--- config.mk ---
export PLATFORM = sky130hd
export DESIGN_NAME = mem_arbiter
export DESIGN_NICKNAME = d
export VERILOG_FILES = /design/src/rtl/riscv_mem_pkg.sv /design/src/rtl/mem_arbiter.sv
export SDC_FILE = /design/constraint.sdc
export NUM_CORES = 1
export LEC_CHECK = 0
export BUFFER_PORTS_ARGS = -buffer_cell sky130_fd_sc_hd__buf_2
export CAP_MARGIN = 25
export CELL_PAD_IN_SITES_DETAIL_PLACEMENT = 0
export CELL_PAD_IN_SITES_GLOBAL_PLACEMENT = 1
export CORE_MARGIN = 2
export CORE_UTILIZATION = 37
export CTS_CLUSTER_DIAMETER = 200
export DETAILED_ROUTE_END_ITERATION = 10
export HOLD_SLACK_MARGIN = 0.02
export PLACE_DENSITY_LB_ADDON = 0.1
export REMOVE_ABC_BUFFERS = 1
export SYNTH_ARGS = -nofsm -noshare
export SYNTH_HDL_FRONTEND = slang
export SYNTH_SLANG_ARGS = --single-unit
--- constraint.sdc ---
create_clock -name clk_in -period 3.85 [get_ports clk_in]
set_input_delay 0.77 -clock clk_in [delete_from_list [all_inputs] [get_ports clk_in]]
set_output_delay 0.77 -clock clk_in [all_outputs]
set_load 0.02 [all_outputs]
--- src/rtl/riscv_mem_pkg.sv ---
// Shared state encoding, access-size constants and I/O base for mem_arbiter.
package riscv_mem_pkg;

    typedef enum logic [1:0] {
        ST_IDLE  = 2'd0,
        ST_READ  = 2'd1,
        ST_WRITE = 2'd2
    } arb_state_e;

    localparam logic [1:0]  SIZE_B = 2'b00;
    localparam logic [1:0]  SIZE_H = 2'b01;
    localparam logic [1:0]  SIZE_W = 2'b10;
    localparam logic [31:0] IO_BASE_DEFAULT = 32'h0003_0000;

    // Any size with bit 1 set is a full word.
    function automatic logic [2:0] size_bytes(input logic [1:0] size);
        if ((size & SIZE_W) != 2'b00) return 3'd4;
        if (size == SIZE_H)           return 3'd2;
        return 3'd1;
    endfunction

endpackage

--- src/rtl/mem_arbiter.sv ---
// Arbitrates instruction fetch and load/store traffic onto one byte-wide RAM port.
// Define MEM_ARB_RR_EN for round-robin on simultaneous requests; otherwise LSB always wins.
module mem_arbiter
    import riscv_mem_pkg::*;
#(
    parameter int unsigned       ADDR_W  = 32,
    parameter logic [ADDR_W-1:0] IO_BASE = ADDR_W'(IO_BASE_DEFAULT)
) (
    input  logic              clk_in,
    input  logic              rst_in,
    input  logic              rdy_in,
    input  logic              clear_in,
    input  logic              if_req_in,
    input  logic [ADDR_W-1:0] if_addr_in,
    output logic              if_done_out,
    output logic [31:0]       if_data_out,
    input  logic              lsb_req_in,
    input  logic              lsb_we_in,
    input  logic [1:0]        lsb_size_in,
    input  logic [ADDR_W-1:0] lsb_addr_in,
    input  logic [31:0]       lsb_wdata_in,
    output logic              lsb_done_out,
    output logic [31:0]       lsb_rdata_out,
    input  logic [7:0]        mem_din,
    output logic [7:0]        mem_dout,
    output logic [ADDR_W-1:0] mem_a,
    output logic              mem_wr,
    input  logic              io_buffer_full
);

`ifdef MEM_ARB_RR_EN
    localparam logic RR_EN = 1'b1;
`else
    localparam logic RR_EN = 1'b0;
`endif

    arb_state_e        state_q, state_d;
    logic [2:0]        cnt_q, cnt_d;
    logic [2:0]        n_q, n_d;
    logic [ADDR_W-1:0] base_q, base_d;
    logic [31:0]       wdata_q, wdata_d;
    logic              own_lsb_q, own_lsb_d;
    logic              last_lsb_q, last_lsb_d;
    logic              if_done_q, if_done_d;
    logic              lsb_done_q, lsb_done_d;
    logic [31:0]       if_data_q, if_data_d;
    logic [31:0]       lsb_data_q, lsb_data_d;

    logic              if_ok;
    logic              grant_lsb;
    logic              stall;
    logic [1:0]        cap_idx;

    always_ff @(posedge clk_in) begin
        if (rst_in) begin
            state_q    <= ST_IDLE;
            cnt_q      <= '0;
            n_q        <= '0;
            base_q     <= '0;
            wdata_q    <= '0;
            own_lsb_q  <= 1'b0;
            last_lsb_q <= 1'b0;
            if_done_q  <= 1'b0;
            lsb_done_q <= 1'b0;
            if_data_q  <= '0;
            lsb_data_q <= '0;
        end else if (rdy_in) begin
            state_q    <= state_d;
            cnt_q      <= cnt_d;
            n_q        <= n_d;
            base_q     <= base_d;
            wdata_q    <= wdata_d;
            own_lsb_q  <= own_lsb_d;
            last_lsb_q <= last_lsb_d;
            if_done_q  <= if_done_d;
            lsb_done_q <= lsb_done_d;
            if_data_q  <= if_data_d;
            lsb_data_q <= lsb_data_d;
        end
    end

    always_comb begin
        state_d    = state_q;
        cnt_d      = cnt_q;
        n_d        = n_q;
        base_d     = base_q;
        wdata_d    = wdata_q;
        own_lsb_d  = own_lsb_q;
        last_lsb_d = last_lsb_q;
        if_done_d  = 1'b0;
        lsb_done_d = 1'b0;
        if_data_d  = if_data_q;
        lsb_data_d = lsb_data_q;
        if_ok      = 1'b0;
        grant_lsb  = 1'b0;
        stall      = 1'b0;
        cap_idx    = cnt_q[1:0] - 2'd1;
        mem_a      = '0;
        mem_dout   = '0;
        mem_wr     = 1'b0;

        case (state_q)
            ST_IDLE: begin
                if_ok = if_req_in && !clear_in;
                // The done-pulse cycle is still IDLE; requesters have not yet dropped req.
                if (!if_done_q && !lsb_done_q) begin
                    grant_lsb = lsb_req_in && (!if_ok || !RR_EN || !last_lsb_q);
                    if (grant_lsb) begin
                        own_lsb_d  = 1'b1;
                        last_lsb_d = 1'b1;
                        base_d     = lsb_addr_in;
                        n_d        = size_bytes(lsb_size_in);
                        wdata_d    = lsb_wdata_in;
                        cnt_d      = '0;
                        state_d    = lsb_we_in ? ST_WRITE : ST_READ;
                        if (!lsb_we_in) lsb_data_d = '0;
                    end else if (if_ok) begin
                        own_lsb_d  = 1'b0;
                        last_lsb_d = 1'b0;
                        base_d     = if_addr_in;
                        n_d        = 3'd4;
                        cnt_d      = '0;
                        state_d    = ST_READ;
                        if_data_d  = '0;
                    end
                end
            end

            ST_READ: begin
                // cnt_q counts address cycles; byte cnt_q-1 arrives on mem_din one cycle later.
                if (cnt_q < n_q) mem_a = base_q + ADDR_W'(cnt_q);
                if (clear_in && !own_lsb_q) begin
                    state_d = ST_IDLE;
                    cnt_d   = '0;
                end else begin
                    if (cnt_q != 3'd0) begin
                        if (own_lsb_q) lsb_data_d[{cap_idx, 3'b000} +: 8] = mem_din;
                        else           if_data_d[{cap_idx, 3'b000} +: 8]  = mem_din;
                    end
                    if (cnt_q == n_q) begin
                        state_d = ST_IDLE;
                        cnt_d   = '0;
                        if (own_lsb_q) lsb_done_d = 1'b1;
                        else           if_done_d  = 1'b1;
                    end else begin
                        cnt_d = cnt_q + 3'd1;
                    end
                end
            end

            ST_WRITE: begin
                stall    = (base_q >= IO_BASE) && io_buffer_full;
                mem_a    = base_q + ADDR_W'(cnt_q);
                mem_dout = wdata_q[{cnt_q[1:0], 3'b000} +: 8];
                mem_wr   = rdy_in && !stall;
                if (!stall) begin
                    if (cnt_q == n_q - 3'd1) begin
                        state_d    = ST_IDLE;
                        cnt_d      = '0;
                        lsb_done_d = 1'b1;
                    end else begin
                        cnt_d = cnt_q + 3'd1;
                    end
                end
            end

            default: state_d = ST_IDLE;
        endcase
    end

    assign if_done_out   = if_done_q;
    assign if_data_out   = if_data_q;
    assign lsb_done_out  = lsb_done_q;
    assign lsb_rdata_out = lsb_data_q;

endmodule

==> impl_results.md <==
* Status: finished, final reports clean
* Ys Warns at 0
* Relative slew slack at 0.377
* Clk buf depth at 2
* Post-route minimum period at 3.60 ns
* Distinct cells, synth at 60
* Reg-to-Reg Start: state_q[0]
* CTS tree: done
* Max H-tree Level at 4
* Max-cap viol count at 0
* Avg WL per Cell at 15.4 um
* Root Buffer: clkbuf_16
* Synth top area cells: dfxtp_1 (40%), mux2i_1 (12%), nor2_1 (7.4%)
* Synth area leader: dfxtp_1
* 1st-pass router iterations at 4
* Worst Setup Path Type: register to output port
* R2R setup slack at 1.21 ns
* Post-CTS Setup Bufs at 0
* Placed Cells at 1206
* Finished Layout Cells at 1237
* Num CTS Buffers at 17
* Global-route wire length before repair at 30600 um
* Avg Vias per Cell at 5.00
* Starting Density at 0.381
* Clk sink count at 139
* IO Port Bufs at 220
* Hold path startpoint: wdata_q[30]
* Fill cell count at 1850
* CP cell instances: ha_1 > inv_1 > fa_1 > nor2b_1 > o2111ai_2 > nor3b_1 > xnor2_1 > nor2_1 > buf_2
* Synthesized area at 6920 um2
* End of the worst register-to-register path: if_data_out[16]
* Setup Viol. Count Final at 0
* Seq. cell area at 2780 um2
* Drt first-iter violations at 204
* DP HPWL at 14000 um
* Layout area overhead at 27.3%
* Die ar. at 19800 um2
* Syn_area_per_cell at 8.70 um2
* Core Region at 18100 um2
* Fin crit share at 0.936
* VDD IR max at 0.000297 V
* Async SR Flop Fraction at 0
* Required time worst endpoint at 3.08 ns
* Fmax at 278 MHz
* Nets@finish at 1127
* Die Span Y at 141 um
* RSZ-0062 raised after global routing: false
* Setup TNS at 0 ns
* Num ports at 221
* # DRC at 0
* Worst Skew at 0.0174 ns
* Fraction of layout cells with a size suffix above 1 at 0.283
* Hold-critical path depth at 2
* Data arrival time of the critical path at 2.83 ns
* Ys flop type: dfxtp_1
* Routability cong. at 0.784
* Worst Hold Class: register to register
* Pin count of the biggest net entering global routing at 68
* Leak at 3.90 nW
* Antenna Cells at 0
* Critical Path Source Type: register
* Yosys reg bits at 139
* Pwr/cell area at 407 nW/um2
* Final hold violations at 0
* Buffers & Inverters on Critical Path at 2
* Number of global-route vias before repair at 5952
* Routed wire length at 19000 um
* Initial antenna violation count at 0
* Worst slew pin tran at 0.927 ns
* EDFF count, synth at 0
* Max stage delay cell, worst path: dfxtp_1
* Routed Antenna Nets at 0
* Worst path max stage delay at 0.52 ns
* Top cell type's share of synthesized area at 0.402
* Worst Hold End: wdata_q[30]
* Worst Path Max Fanout at 10
* # rows at 49
* Total GRT Usage at 0.193
* Top-count cell post-synth: dfxtp_1
* Die width at 141 um
* Clock-pin transition on the worst setup and hold timing paths at 0.06 ns
* Grt total ovfl at 0
* Post-synth top cells: dfxtp_1 (139), nor2_1 (137), mux2i_1 (81)
* Sequential fraction of the synthesis area at 0.402
* Clock Latency Late Sink at 0.42 ns
* Vias at 6189
* Final Max Tran Viols at 0
* Critical Path End Type: output port
* Multi-input logic area at 3880 um2
* R2R cell count at 7
* Mapped Cells at 795
* Delay-heaviest family, CP: simple AND/OR/NAND/NOR gates
[layout by cell type (no fill, tap or decap), types with 3 or more instances in the layout]
cell type,Yosys,routed
nor3b_1,5,4
nand4_1,12,12
inv_6,0,5
nand2b_1,4,4
mux2i_1,81,81
dfxtp_1,139,139
and4_1,4,4
and3_1,5,5
or3_1,7,7
nor2_1,137,137
nor3_2,3,3
clkbuf_16,0,17
ha_1,16,16
nor3_1,9,9
and2_1,35,35
xnor2_1,16,16
xor2_1,7,7
nand3_1,9,9
inv_1,17,17
a21oi_1,45,45
o21ai_0,8,8
nor4_1,4,4
nor2b_1,4,4
buf_2,1,219
a211oi_1,34,34
a22oi_1,17,17
mux4_2,8,8
nand3b_1,5,5
clkinv_2,0,3
nand2_1,80,80
buf_4,1,11
[cell type report]
class	instances	share of cell area
tap	229	0.0325
timing repair buffer	232	0.139
clock buffer	19	0.0514
clock inverter	12	0.0128
inverter	17	0.00725
multi-input combinational	589	0.441
sequential	139	0.316
[metrics by stage]
step | util | setup slack [ns] | power (mW) | instance area (um2) | hold WS, ns
after CTS | 0.485 | 0.0692 | 3.64 | 8790 | 0.455
after floorplan | - | 0.549 | 1.85 | 6720 | 0.427
final | 0.485 | 0.248 | 3.59 | 8810 | 0.452
after global placement | 0.452 | 0.556 | 2.04 | 8200 | 0.444
after detailed placement | 0.453 | 0.536 | 2.05 | 8230 | 0.447
after global routing | 0.485 | 0.00856 | 3.76 | 8810 | 0.467
[registers in the layout (all words and copies together) (netlist names)]
name,count
lsb_rdata_out,32
if_data_out,32
wdata_q,32
cnt_q,3
lsb_done_out,1
n_q,3
state_q,2
if_done_out,1
own_lsb_q,1
base_q,32
[layer usage]
metal  routed length [um]  vias up  GRT usage  share of wire
li1                     -     3184          -              -
met1                 8850     2837      0.249           0.46
met2                 8960      157      0.319           0.47
met3                 1110       11     0.0550          0.058
met4                  120        0     0.0447         0.0063
met5                    0        -          0              0
[worst reg2reg max path: cells and delay by family, from the launching register on]
family,cells,cell delay [ns]
multiplexers,1,0.27
AND/OR/NAND/NOR,2,0.87
flip-flops,1,0.38
buffers and inverters,1,0.08
adder cells (fa/ha/maj),1,0.33
AO/OA/AOI/OAI,2,0.60
[kinds of logic after synthesis]
family,Yosys count,share of synthesized area
AND/OR/NAND/NOR,332,0.229
AO/OA/AOI/OAI,126,0.121
adder cells (fa/ha/maj),17,0.0318
flip-flops,139,0.402
multiplexers,90,0.145
buffers and inverters,67,0.0382
XOR/XNOR,24,0.0326
[power breakdown]
part	switching, mW	internal [mW]
logic	0.255	0.196
clock network	0.650	0.927
registers	0.0600	1.50
total	0.964	2.62
[worst max path at each step]
stage	cells past startpoint	end	start
2_1_floorplan	8	mem_a[24]	cnt_q[0]
3_3_place_gp	9	mem_a[26]	cnt_q[0]
3_5_place_dp	9	mem_a[24]	cnt_q[0]
4_1_cts	9	mem_a[24]	cnt_q[0]
5_1_grt	9	mem_a[26]	cnt_q[0]
6_report	9	mem_a[24]	cnt_q[0]
[what timing repair did]
action / in CTS / in global routing
hold buffers: 0 / 0
gates resized for setup: 0 / 2
setup endpoints to repair: 0 / 7
Power figures use the tool's default switching activity.
